`config.mk`:
```
export PLATFORM = sky130hd
export DESIGN_NAME = validator_scheduler_flat
export DESIGN_NICKNAME = d
export VERILOG_FILES = /design/src/rtl/validator_scheduler_if.sv /design/src/rtl/validator_scheduler.sv /design/src/flat_wrapper.sv
export SDC_FILE = /design/constraint.sdc
export NUM_CORES = 1
export LEC_CHECK = 0
export CORE_ASPECT_RATIO = 0.9
export CORE_MARGIN = 1
export CORE_UTILIZATION = 35
export CTS_CLUSTER_DIAMETER = 150
export CTS_CLUSTER_SIZE = 28
export DETAILED_ROUTE_END_ITERATION = 8
export GPL_ROUTABILITY_DRIVEN = 0
export PLACE_DENSITY_LB_ADDON = 0.25
export SLEW_MARGIN = 20
export SYNTH_ARGS = -nofsm -noshare
export SYNTH_HDL_FRONTEND = slang
export SYNTH_SLANG_ARGS = --single-unit
```
`constraint.sdc`:
```
create_clock -name clk -period 1.95 [get_ports clk]
set_input_delay 0.39 -clock clk [delete_from_list [all_inputs] [get_ports clk]]
set_output_delay 0.39 -clock clk [all_outputs]
set_load 0.01 [all_outputs]
```
`src/rtl/validator_scheduler_if.sv`:
```
// Signal bundle between validator_scheduler, its requester, the board memory
// and the six piece validators.
interface validator_scheduler_if;
  logic        validate_req;
  logic        player;
  logic [2:0]  piece_x;
  logic [2:0]  piece_y;
  logic [2:0]  move_x;
  logic [2:0]  move_y;
  logic [3:0]  piece_read;
  logic [5:0]  address_validator;
  logic [5:0]  sub_start;
  logic [2:0]  sub_x;
  logic [2:0]  sub_y;
  logic [2:0]  sub_mx;
  logic [2:0]  sub_my;
  logic [35:0] sub_address;
  logic [5:0]  sub_complete;
  logic [5:0]  sub_valid;
  logic        busy;
  logic        done;
  logic        move_valid;
  logic        error;

  modport slave (
    input  validate_req, player, piece_x, piece_y, move_x, move_y,
    input  piece_read, sub_address, sub_complete, sub_valid,
    output address_validator, sub_start, sub_x, sub_y, sub_mx, sub_my,
    output busy, done, move_valid, error
  );

  modport master (
    output validate_req, player, piece_x, piece_y, move_x, move_y,
    output piece_read, sub_address, sub_complete, sub_valid,
    input  address_validator, sub_start, sub_x, sub_y, sub_mx, sub_my,
    input  busy, done, move_valid, error
  );
endinterface

```
`src/rtl/validator_scheduler.sv`:
```
// Move-validation scheduler: reads source/destination squares, applies the generic
// ownership checks, then hands the move to the matching piece validator with a timeout.
module validator_scheduler (
  input  logic                  clk,
  input  logic                  reset,
  validator_scheduler_if.slave  bus
);

  typedef enum logic [2:0] {
    S_IDLE, S_READ_SRC, S_READ_DST, S_CHECK, S_DISPATCH, S_WAIT_SUB, S_DONE
  } state_t;

  state_t      state, state_nxt;
  logic        player_q;
  logic [2:0]  px, py, mx, my;
  logic [3:0]  src_code;
  logic [5:0]  timeout_cnt;
  logic        move_valid_q, error_q;

  logic [2:0]  src_type;
  logic [5:0]  sel_onehot, sel_addr;
  logic        sel_complete, sel_valid;
  logic        reject, reserved;
  logic [5:0]  addr;
  logic [5:0]  start;
  logic        busy, done;
  logic        finish, finish_valid, finish_error;

  assign src_type = src_code[2:0];

  // Route the dispatched validator's address, completion and result by piece type.
  always_comb begin
    // NOTE: every combinational output gets a default first so no path infers a latch.
    sel_onehot   = '0;
    sel_addr     = '0;
    sel_complete = 1'b0;
    sel_valid    = 1'b0;
    for (int i = 0; i < 6; i++) begin
      if (src_type == 3'(i + 1)) begin
        sel_onehot[i] = 1'b1;
        sel_addr      = bus.sub_address[6*i +: 6];
        sel_complete  = bus.sub_complete[i];
        sel_valid     = bus.sub_valid[i];
      end
    end
  end

  // piece_read carries the destination code during S_CHECK.
  assign reserved = (src_type == 3'd7);
  assign reject   = (src_type == 3'd0) ||
                    (src_code[3] != player_q) ||
                    ((bus.piece_read[2:0] != 3'd0) && (bus.piece_read[3] == player_q)) ||
                    ({px, py} == {mx, my});

  always_ff @(posedge clk or posedge reset) begin
    // NOTE: sequential state uses non-blocking assignments so every register samples pre-edge values.
    if (reset) state <= S_IDLE;
    else       state <= state_nxt;
  end

  always_comb begin
    state_nxt    = state;
    addr         = '0;
    start        = '0;
    busy         = 1'b1;
    done         = 1'b0;
    finish       = 1'b0;
    finish_valid = 1'b0;
    finish_error = 1'b0;
    case (state)
      S_IDLE: begin
        busy = 1'b0;
        if (bus.validate_req) state_nxt = S_READ_SRC;
      end
      S_READ_SRC: begin
        addr      = {px, py};
        state_nxt = S_READ_DST;
      end
      S_READ_DST: begin
        addr      = {mx, my};
        state_nxt = S_CHECK;
      end
      S_CHECK: begin
        addr = {mx, my};
        if (reserved) begin
          finish       = 1'b1;
          finish_error = 1'b1;
          state_nxt    = S_DONE;
        end else if (reject) begin
          finish    = 1'b1;
          state_nxt = S_DONE;
        end else begin
          state_nxt = S_DISPATCH;
        end
      end
      S_DISPATCH: begin
        addr      = sel_addr;
        start     = sel_onehot;
        state_nxt = S_WAIT_SUB;
      end
      S_WAIT_SUB: begin
        addr = sel_addr;
        // Completion takes priority over a coincident timeout.
        if (sel_complete) begin
          finish       = 1'b1;
          finish_valid = sel_valid;
          state_nxt    = S_DONE;
        end else if (timeout_cnt == 6'd63) begin
          finish       = 1'b1;
          finish_error = 1'b1;
          state_nxt    = S_DONE;
        end
      end
      S_DONE: begin
        done      = 1'b1;
        state_nxt = S_IDLE;
      end
      default: state_nxt = S_IDLE;
    endcase
  end

  always_ff @(posedge clk or posedge reset) begin
    if (reset) begin
      player_q     <= 1'b0;
      px           <= '0;
      py           <= '0;
      mx           <= '0;
      my           <= '0;
      src_code     <= '0;
      timeout_cnt  <= '0;
      move_valid_q <= 1'b0;
      error_q      <= 1'b0;
    end else begin
      if (state == S_IDLE && bus.validate_req) begin
        player_q     <= bus.player;
        px           <= bus.piece_x;
        py           <= bus.piece_y;
        mx           <= bus.move_x;
        my           <= bus.move_y;
        move_valid_q <= 1'b0;
        error_q      <= 1'b0;
      end
      if (state == S_READ_DST) src_code <= bus.piece_read;
      if (state == S_DISPATCH)      timeout_cnt <= '0;
      else if (state == S_WAIT_SUB) timeout_cnt <= timeout_cnt + 6'd1;
      if (finish) begin
        move_valid_q <= finish_valid;
        error_q      <= finish_error;
      end
    end
  end

  assign bus.address_validator = addr;
  assign bus.sub_start         = start;
  assign bus.sub_x             = px;
  assign bus.sub_y             = py;
  assign bus.sub_mx            = mx;
  assign bus.sub_my            = my;
  assign bus.busy              = busy;
  assign bus.done              = done;
  assign bus.move_valid        = move_valid_q;
  assign bus.error             = error_q;

endmodule

```
`src/flat_wrapper.sv`:
```
// flat-port wrapper written by rule: the top's interface ports become plain ports
module validator_scheduler_flat 
  (clk, reset, bus_validate_req, bus_player, bus_piece_x, bus_piece_y, bus_move_x, bus_move_y, bus_piece_read, bus_sub_address, bus_sub_complete, bus_sub_valid, bus_address_validator, bus_sub_start, bus_sub_x, bus_sub_y, bus_sub_mx, bus_sub_my, bus_busy, bus_done, bus_move_valid, bus_error);
  validator_scheduler_if bus_i ();
  input  logic clk;
  input  logic reset;
  input wire logic [$bits(bus_i.validate_req)-1:0] bus_validate_req;
  input wire logic [$bits(bus_i.player)-1:0] bus_player;
  input wire logic [$bits(bus_i.piece_x)-1:0] bus_piece_x;
  input wire logic [$bits(bus_i.piece_y)-1:0] bus_piece_y;
  input wire logic [$bits(bus_i.move_x)-1:0] bus_move_x;
  input wire logic [$bits(bus_i.move_y)-1:0] bus_move_y;
  input wire logic [$bits(bus_i.piece_read)-1:0] bus_piece_read;
  input wire logic [$bits(bus_i.sub_address)-1:0] bus_sub_address;
  input wire logic [$bits(bus_i.sub_complete)-1:0] bus_sub_complete;
  input wire logic [$bits(bus_i.sub_valid)-1:0] bus_sub_valid;
  output wire logic [$bits(bus_i.address_validator)-1:0] bus_address_validator;
  output wire logic [$bits(bus_i.sub_start)-1:0] bus_sub_start;
  output wire logic [$bits(bus_i.sub_x)-1:0] bus_sub_x;
  output wire logic [$bits(bus_i.sub_y)-1:0] bus_sub_y;
  output wire logic [$bits(bus_i.sub_mx)-1:0] bus_sub_mx;
  output wire logic [$bits(bus_i.sub_my)-1:0] bus_sub_my;
  output wire logic [$bits(bus_i.busy)-1:0] bus_busy;
  output wire logic [$bits(bus_i.done)-1:0] bus_done;
  output wire logic [$bits(bus_i.move_valid)-1:0] bus_move_valid;
  output wire logic [$bits(bus_i.error)-1:0] bus_error;
  assign bus_i.validate_req = bus_validate_req;
  assign bus_i.player = bus_player;
  assign bus_i.piece_x = bus_piece_x;
  assign bus_i.piece_y = bus_piece_y;
  assign bus_i.move_x = bus_move_x;
  assign bus_i.move_y = bus_move_y;
  assign bus_i.piece_read = bus_piece_read;
  assign bus_i.sub_address = bus_sub_address;
  assign bus_i.sub_complete = bus_sub_complete;
  assign bus_i.sub_valid = bus_sub_valid;
  assign bus_address_validator = bus_i.address_validator;
  assign bus_sub_start = bus_i.sub_start;
  assign bus_sub_x = bus_i.sub_x;
  assign bus_sub_y = bus_i.sub_y;
  assign bus_sub_mx = bus_i.sub_mx;
  assign bus_sub_my = bus_i.sub_my;
  assign bus_busy = bus_i.busy;
  assign bus_done = bus_i.done;
  assign bus_move_valid = bus_i.move_valid;
  assign bus_error = bus_i.error;
  validator_scheduler u_core (.clk(clk), .reset(reset), .bus(bus_i));
endmodule
```
# ---- Word level (Yosys, flattened, before mapping)
# Cells that the tools add are included.
dict set report op_classes {
  addsub 1
  mul 0
  div 0
  n_lt_le_gt_ge 0
  n_eq_ne 19
  shift 0
  muxes 49
  bitwise 0
  n_reduce_logical 13
}
# op n
set op_table {}
lappend op_table {{2-to-1 mux 6 bit} 9}
lappend op_table {{2-to-1 mux 1 bit} 31}
lappend op_table {{equality test 3 bit (second input constant)} 7}
lappend op_table {{one-hot mux 3 bit (6 select lines)} 1}
lappend op_table {{one-hot mux 6 bit (3 select lines)} 1}
lappend op_table {{equality test 3 x 2 -> 1 bit (second input constant)} 4}
lappend op_table {{2-to-1 mux 3 bit} 4}
lappend op_table {{adder 6 x 1 -> 6 bit (second input constant)} 1}
lappend op_table {{equality test 3 x 1 -> 1 bit (second input constant)} 2}
lappend op_table {{equality test 6 bit} 1}
lappend op_table {{equality test 6 bit (second input constant)} 1}
lappend op_table {{zero test 3 bit} 2}
lappend op_table {{one-hot mux 1 bit (2 select lines)} 2}
lappend op_table {{nonzero test 2 bit} 2}
lappend op_table {{OR reduction 2 bit} 2}
lappend op_table {{logical OR 1 bit} 3}
lappend op_table {{!= test 3 x 1 -> 1 bit (second input constant)} 1}
lappend op_table {{nonzero test 3 bit} 1}
lappend op_table {{logical AND 1 bit} 2}
lappend op_table {{2-to-1 mux 2 bit} 1}
lappend op_table {{!= test 2 bit (second input constant)} 1}
lappend op_table {{AND reduction 2 bit} 1}
lappend op_table {{equality test 1 bit} 1}
lappend op_table {{!= test 1 bit} 1}
dict set report totals {
  regBits 28
  latch_bits 0
  mem_bits_rw 0
  mem_bits_ro 0
  inputBits 68
  out_inout_bits 28
  word_cells 92
  mem_count 0
}

# ---- Depth between registers and ports, before layout
# Gate-level depths: netlist of the first run.
dict set report logic_depth {
  word_depth 10
  ltp_mapped 7
}

# ---- Worst setup path before layout of the first run
# Ideal clock, no wire load.
dict set report synth_path {
  path_type {reg2out}
  start {register u_core.src_code[0]}
  end {output bus_address_validator[0]}
  t_arrival_ns 1.382
  required_ns 1.560
  path_slack_ns 0.178
  path_stages_with_launch 8
  cell_sequence {dfrtp_1 > buf_6 > buf_6 > buf_2 > o21ai_1 > o21ai_1 > a211o_1 > a21oi_1}
}
dict set report synth_between {
  elab_chain_cells 8
}
# element line
set synth_rtl {}
lappend synth_rtl {{start: declaration} validator_scheduler.sv:16} ;# logic [3:0] src_code;
lappend synth_rtl {{start signal: assignment} validator_scheduler.sv:143} ;# if (state == S_READ_DST) src_code <= bus.piece_read;
lappend synth_rtl {{equality test 3 x 1 -> 1 bit} validator_scheduler.sv:39} ;# if (src_type == 3'(i + 1)) begin
lappend synth_rtl {{2-to-1 mux 6 bit (5 in series)} validator_scheduler.sv:39}
lappend synth_rtl {{2-to-1 mux 6 bit (*)} validator_scheduler.sv:39}
lappend synth_rtl {{one-hot mux 6 bit (3 select lines) (*)} validator_scheduler.sv:70} ;# case (state)
lappend synth_rtl {{end: declaration} flat_wrapper.sv:17} ;# output wire logic [$bits(bus_i.address_validator)-1:0] bus_address_validator;
# Mark *: on every way between the ends. The rest lies on a longest branch, timed or not.

# ---- Final worst setup path of the first run
dict set report layout_path {
  start {register u_core.src_code[0]}
  end {output bus_address_validator[1]}
}
# The elaborated chain is that of the path after synthesis.

==> reports/metrics.yaml, run 1 <==
synthesis:
  avgSynthCellArea_um2: 9.26
  synth_cell_types: 48
  ys_seq_area_share_pct: 35.2
  yosys_warnings: 0
  synth_top_cell_area_share_pct: 35.2
  synth-seq-cells: 28
  synth_edf_count: 0
  yosys-top-cells-area: "dfrtp_1, mux2_1, mux2_2"
  synthArstFlopShare_pct: 100
  synth_area_um2: 1990
  yosysTopAreaCell: "dfrtp_1"
  synthTopCellsByCount: "dfrtp_1, nor2_1, nand2_1, mux2_1, o21ai_1"
  synthCells: 215
  ys.flop_type: "dfrtp_1"
  synth_nets: 284
  synth.most_common_cell: "dfrtp_1"
finish:
  area_growth_pct: 67.7
  nNetsFinal: 406
  antenna_cells: 0
  layout-drive-gt1-share_pct: 27.7
power_and_ir_drop:
  p_leak_nw: 1.43
  power_w: 0.00486
  ir_worst_vdd_mv: 0.720
  power_density_nw_per_um2: 1460
global_route:
  grt_pass1_wl_um: 8980
  antenna_found_initial: 0
  grt_max_degree: 29
  overflow: 0
  grt_pass1_vias: 1968
  grt_use_total_pct: 19.5
drt:
  firstDrtPassIters: 4
  wl_per_cell_um: 15.0
  ant_nets: 0
  wl_um: 6040
  via_count: 2076
  drtIter0Drc: 81
  avgViaCountPerCell: 5.15
  drc_errors: 0
timing:
  rsz0062_at_grt: "true"
  worstMarginPinSlew_ps: 416
  finalWorstSetupSlack_ps: -284
  min_period_over_period_pct: 115
  whs_ps: 481
  fin_tns_setup_ps: -1430
  relSlewSlack_pct: 72.0
  timing.fmax_mhz: 448
  finClkSkew_ps: 7.49
  finalSetupViolCount: 7
  drv_slew: 0
  hold_violations: 0
  post-route-min-period_ps: 2230
critical_path:
  r2r_start: "u_core.src_code[0]$_DFFE_PP0P_"
  start_kind: "flop"
  slowest_delay_ps: 460
  cp_max_fo: 4
  path_cells: "buf_6 > buf_6 > mux2_4 > a221o_1 > nand3_1 > o21ai_1 > buf_2"
  worstPathRequired_ps: 1560
  crit_type: "flop to output pin"
  startpoint: "u_core.src_code[0]$_DFFE_PP0P_"
  cp_top_family: "flip-flops"
  cp_num_buf_inv: 3
  end_kind: "output pin"
  crit_arrival_ps: 1840
  crit_slowest_cell: "dfrtp_2"
  cp_common_cell: "buf_6"
run_status:
  status: "complete, but fails checks"
  violations: "negative setup slack"
cts:
  cts_max_level: 1
  tritoncts: "done"
  cts_buffer_depth: 2
  clk_pin_slew_worst_paths_ps: 100
  cts_buffers: 3
  clk_latency_ps: 280
  clock_sinks: 28
  cts_root_buf: "clkbuf_8"
floorplan:
  rows: 25
  coreArea_um2: 5380
  ios: 96
  fp.dieArea_um2: 6000
  die_h_um: 73.6
  start_util_pct: 37.0
  die_w_um: 81.5
placed_design:
  port_buffers: 95
  hpwl_um: 4580
job:
  drv_cap: 0
min_path:
  worstHoldPathType: "input pin to asynchronous set/reset pin"
## kinds of logic after synthesis
family,count (synthesis),share of synthesized area [%]
DFF,28,35.2
muxes,25,13.9
adders and majority gates,1,0.628
AOI/OAI and AO/OA,54,20.2
xor gates and xnor gates,10,4.40
buffers and inverters,23,6.72
and+or+nand+nor,74,18.9
## cells in the final DEF, fill, tap and decap left out, types with 2 or more instances in the layout
| cell type | n |
|---|---|
| a211oi_2 | 4 |
| nor2_4 | 2 |
| xor2_1 | 8 |
| nand2b_1 | 3 |
| nor2_1 | 22 |
| nor2b_1 | 3 |
| a22oi_1 | 5 |
| clkdlybuf4s50_1 | 81 |
| o41ai_2 | 2 |
| o21ai_1 | 10 |
| a21oi_2 | 4 |
| a21oi_1 | 4 |
| mux2_2 | 10 |
| a211oi_1 | 2 |
| and2_1 | 2 |
| buf_6 | 7 |
| nor3_1 | 7 |
| or3_1 | 2 |
| dfrtp_1 | 27 |
| a2bb2oi_1 | 4 |
| clkbuf_2 | 3 |
| nand3b_1 | 3 |
| a221oi_1 | 2 |
| mux2_1 | 8 |
| nand4_1 | 3 |
| mux2_4 | 4 |
| clkbuf_8 | 4 |
| nand3_2 | 2 |
| xnor2_1 | 2 |
| nand2_1 | 13 |
| buf_2 | 9 |
| a221o_1 | 5 |
| mux2i_1 | 2 |
| nand3_1 | 6 |
| buf_4 | 30 |
| inv_1 | 7 |
## layer usage
| metal | global-route usage [%] | wire length, µm | part of all wire (%) |
|---|---|---|---|
| met1 | 26.0 | 2660 | 44 |
| met2 | 32.8 | 2820 | 47 |
| met3 | 3.60 | 506 | 8.4 |
| met4 | 3.77 | 51 | 0.84 |
| met5 | 0 | 0 | 0 |
## cell type report
class	count	area, µm²
clock buffers	4	55.1
inverters	7	26.3
well taps	67	83.8
fillers	473	2040
repair buffers	133	1210
flip-flops and latches	28	702
multi-input cells	164	1260
## through the flow
step	instances	setup slack, ps	instance area [µm²]	util [%]
floorplan	215	178	1990	-
global placement	390	-611	3150	58.5
detailed placement	390	-618	3150	58.5
CTS	402	-309	3270	60.8
global route	403	-347	3340	62.1
finish	403	-284	3340	62.1
## worst paths after layout
kind	endpoint	slack (ps)	cells past startpoint
setup / recovery	bus_address_validator[1]	-280	7
hold / removal	u_core.bus.sub_my[2]$_DFFE_PP0P_	480	3
setup reg to reg	u_core.state[0]$_DFFE_PP0P_	30	9
hold reg to reg	u_core.src_code[3]$_DFFE_PP0P_	550	1
max in group asynchronous	u_core.src_code[0]$_DFFE_PP0P_	1170	3
min in group clk	u_core.src_code[3]$_DFFE_PP0P_	550	1
## sequential cells by signal, indices dropped and copies added, names as in the netlist
signal	flops
u_core.timeout_cnt	6
u_core.bus.sub_my	3
u_core.src_code	4
u_core.bus.error	1
u_core.bus.sub_mx	3
u_core.bus.move_valid	1
u_core.bus.sub_y	3
u_core.player_q	1
u_core.state	3
u_core.bus.sub_x	3
## worst register-to-register path: cells and delay by family (launching register included)
kind | cells | cell delay [ps]
compound gates | 3 | 600
buf+inv | 4 | 550
flops | 1 | 460
mux | 1 | 150
simple gates | 1 | 70
## power breakdown
group / total [W] / internal, W / switching [W]
logic: 0.00336 / 0.00183 / 0.00153
clock network: 0.000365 / 0.000181 / 0.000184
registers: 0.00114 / 0.000840 / 0.000296
## what timing repair did
action / 4_1_cts / 5_1_grt
setup endpoints to repair: 14 / 14
hold buffers: 0 / 0
resized for setup: 57 / 21
pin swaps: 5 / 6
buffers inserted: 8 / 1
Power figures use the tool's default switching activity.
==> inputs of run 2 (changes only) <==
- CORE_UTILIZATION: 35 -> 41
- clock period: 1.95 -> 2.3 ns (I/O delays scaled with it)
==> reports/metrics.yaml, run 2 (same netlist as run 1, synthesis figures left out) <==
run_status:
  status: "complete, no violations"
finish:
  mostFrequentLayoutCell: "clkdlybuf4s50_1"
  final-seq-area_um2: 704  # +0.36%
  nNetsFinal: 396  # -2.5%
  final_cell_mix: "clkdlybuf4s50_1, buf_4, dfrtp_1, nor2_1, nand2_1"
  final_util_pct: 70.0  # +8.0 points
  layout-drive-gt1-share_pct: 19.4  # -8.3 points
  reg_top3: "u_core.timeout_cnt x6, u_core.src_code x4"
  largest_register_ffs: 6  # unchanged
  fill_cells: 367  # -22%
  final_cells: 387  # -4.0%
  top_register: "u_core.timeout_cnt"
  multiInputGateArea_um2: 1190  # -5.4%
  antenna_cells: 0  # unchanged
  area_growth_pct: 59.9
critical_path:
  start_kind: "input pin"
  path_cells: "clkdlybuf4s50_1 > mux2i_1 > o21ai_1 > o21ai_1 > a211o_1 > a21oi_2 > buf_2"
  cp_max_fo: 1  # -3
  crit_type: "input pin to output pin"
  crit_slowest_cell: "clkdlybuf4s50_1"
  cp_num_buf_inv: 2  # -1
  cp_common_cell: "o21ai_1"
  end_kind: "output pin"
  slowest_delay_ps: 460  # about the same
  cp_top_family: "compound AO/OA/AOI/OAI gates"
  crit_arrival_ps: 1800  # -40 ps
  worstPathRequired_ps: 1840  # +280 ps
global_route:
  antenna_found_initial: 0  # unchanged
  overflow: 0  # unchanged
  grt_use_total_pct: 22.1  # +2.6 points
  grt_pass1_vias: 1963  # -0.25%
  grt_pass1_wl_um: 8650  # -3.7%
  grt_max_degree: 29  # unchanged
drt:
  drc_errors: 0  # unchanged
  firstDrtPassIters: 4  # unchanged
  wl_per_cell_um: 15.0  # +0.13%
  ant_nets: 0  # unchanged
  avgViaCountPerCell: 5.29  # +2.7%
  wl_um: 5800  # -3.8%
  drtIter0Drc: 69  # -15%
  via_count: 2047  # -1.4%
cts:
  clock_sinks: 28  # unchanged
  cts_buffer_depth: 2  # unchanged
  tritoncts: "done"
  hold_buffers: 0  # unchanged
  clk_latency_ps: 270  # about the same
  clk_pin_slew_worst_paths_ps: 90  # about the same
  cts_max_level: 1  # unchanged
  cts_root_buf: "clkbuf_8"
  cts_buffers: 3  # unchanged
floorplan:
  fp.dieArea_um2: 5140  # -14%
  die_w_um: 75.5  # -7.4%
  start_util_pct: 43.8  # +6.8 points
  ios: 96  # unchanged
  coreArea_um2: 4550  # -15%
  rows: 23  # -8.0%
  die_h_um: 68.1  # -7.4%
placed_design:
  hpwl_um: 4530  # -1.1%
  dp_worst_setup_slack_ps: -362  # +256 ps
  port_buffers: 95  # unchanged
  place_inst: 379  # -2.8%
timing:
  timing.fmax_mhz: 443
  relSlewSlack_pct: 68.8  # -3.2 points
  drv_slew: 0  # unchanged
  finalSetupViolCount: 0  # -7
  hold_violations: 0  # unchanged
  post-route-min-period_ps: 2260
  fin_tns_setup_ps: 0  # +1430 ps
  rsz0062_at_grt: "true"
  finClkSkew_ps: 3.92  # -3.57 ps
  finalWorstSetupSlack_ps: 42.7  # +327 ps
  worstMarginPinSlew_ps: 464  # +48.1 ps
  min_period_over_period_pct: 98.1
power_and_ir_drop:
  power_density_nw_per_um2: 1190  # -18%
  ir_worst_vdd_mv: 0.721  # about the same
  p_leak_nw: 1.39  # -2.7%
  power_w: 0.00380  # -22%
job:
  drv_cap: 0  # unchanged
min_path:
  worstHoldPathType: "flop to flop"
-- run 2: cell types whose count changed in the layout (fill, tap and decap cells not counted), moves of 3 or more --
cell,previous run,this run
buf_4,30,25
buf_6,7,3
mux2_1,8,12
buf_2,9,6
clkbuf_2,3,0
dlygate4sd2_1,1,4
dlymetal6s2s_1,0,3
mux2_4,4,1
-- run 2: power by group --
part / switching, W / internal [W] / total (W)
Clock: 0.000143 / 0.000118 / 0.000261
Sequential: 0.000268 / 0.000717 / 0.000985
Combinational: 0.00119 / 0.00137 / 0.00256
-- run 2: worst register-to-register path, stage by stage, from the launching register on --
cell	delay (ps)
dfrtp_2	480
buf_4	190
or3_1	410
nor2_4	400
mux2_2	390
-- run 2: timing repair --
action / 4_1_cts / 5_1_grt
pin swaps: 0 / 7
buffers inserted: 4 / 1
resized for setup: 31 / 13
setup endpoints to repair: 13 / 8
-- run 2: area by class of cell --
class                           instances  area share, %
Timing Repair Buffer                  123           36.0
Inverter                                7          0.825
Sequential cell                        28           22.1
Clock buffer                            3           1.30
Tap cell                               62           2.44
Multi-Input combinational cell        164           37.4
-- run 2: path summary, 6_finish.rpt --
check,startpoint,endpoint,slack (ps),cells past startpoint
setup / recovery,bus_sub_address[0],bus_address_validator[0],40,7
hold / removal,u_core.bus.move_valid$_DFFE_PP0P_,u_core.bus.move_valid$_DFFE_PP0P_,540,2
setup reg to reg,u_core.state[1]$_DFFE_PP0P_,u_core.bus.sub_y[2]$_DFFE_PP0P_,320,4
hold reg to reg,u_core.bus.move_valid$_DFFE_PP0P_,u_core.bus.move_valid$_DFFE_PP0P_,540,2
max in group asynchronous,reset,u_core.src_code[0]$_DFFE_PP0P_,1460,3
min in group asynchronous,reset,u_core.timeout_cnt[1]$_DFFE_PP0N_,560,3
-- run 2: per-layer routing --
metal	vias to the layer above	part of all wire (%)	global-route usage [%]
li1	1013	-	-
met1	961	46	28.1
met2	68	46	37.5
met3	5	7.5	3.98
met4	0	1.1	8.10
met5	-	0	0
-- run 2: through the flow --
step / hold WS (ps) / instance area, µm²
global route: 562 / 3180
finish: 542 / 3180
floorplan: 498 / 1990
global placement: 515 / 3090
detailed placement: 527 / 3090
CTS: 540 / 3140
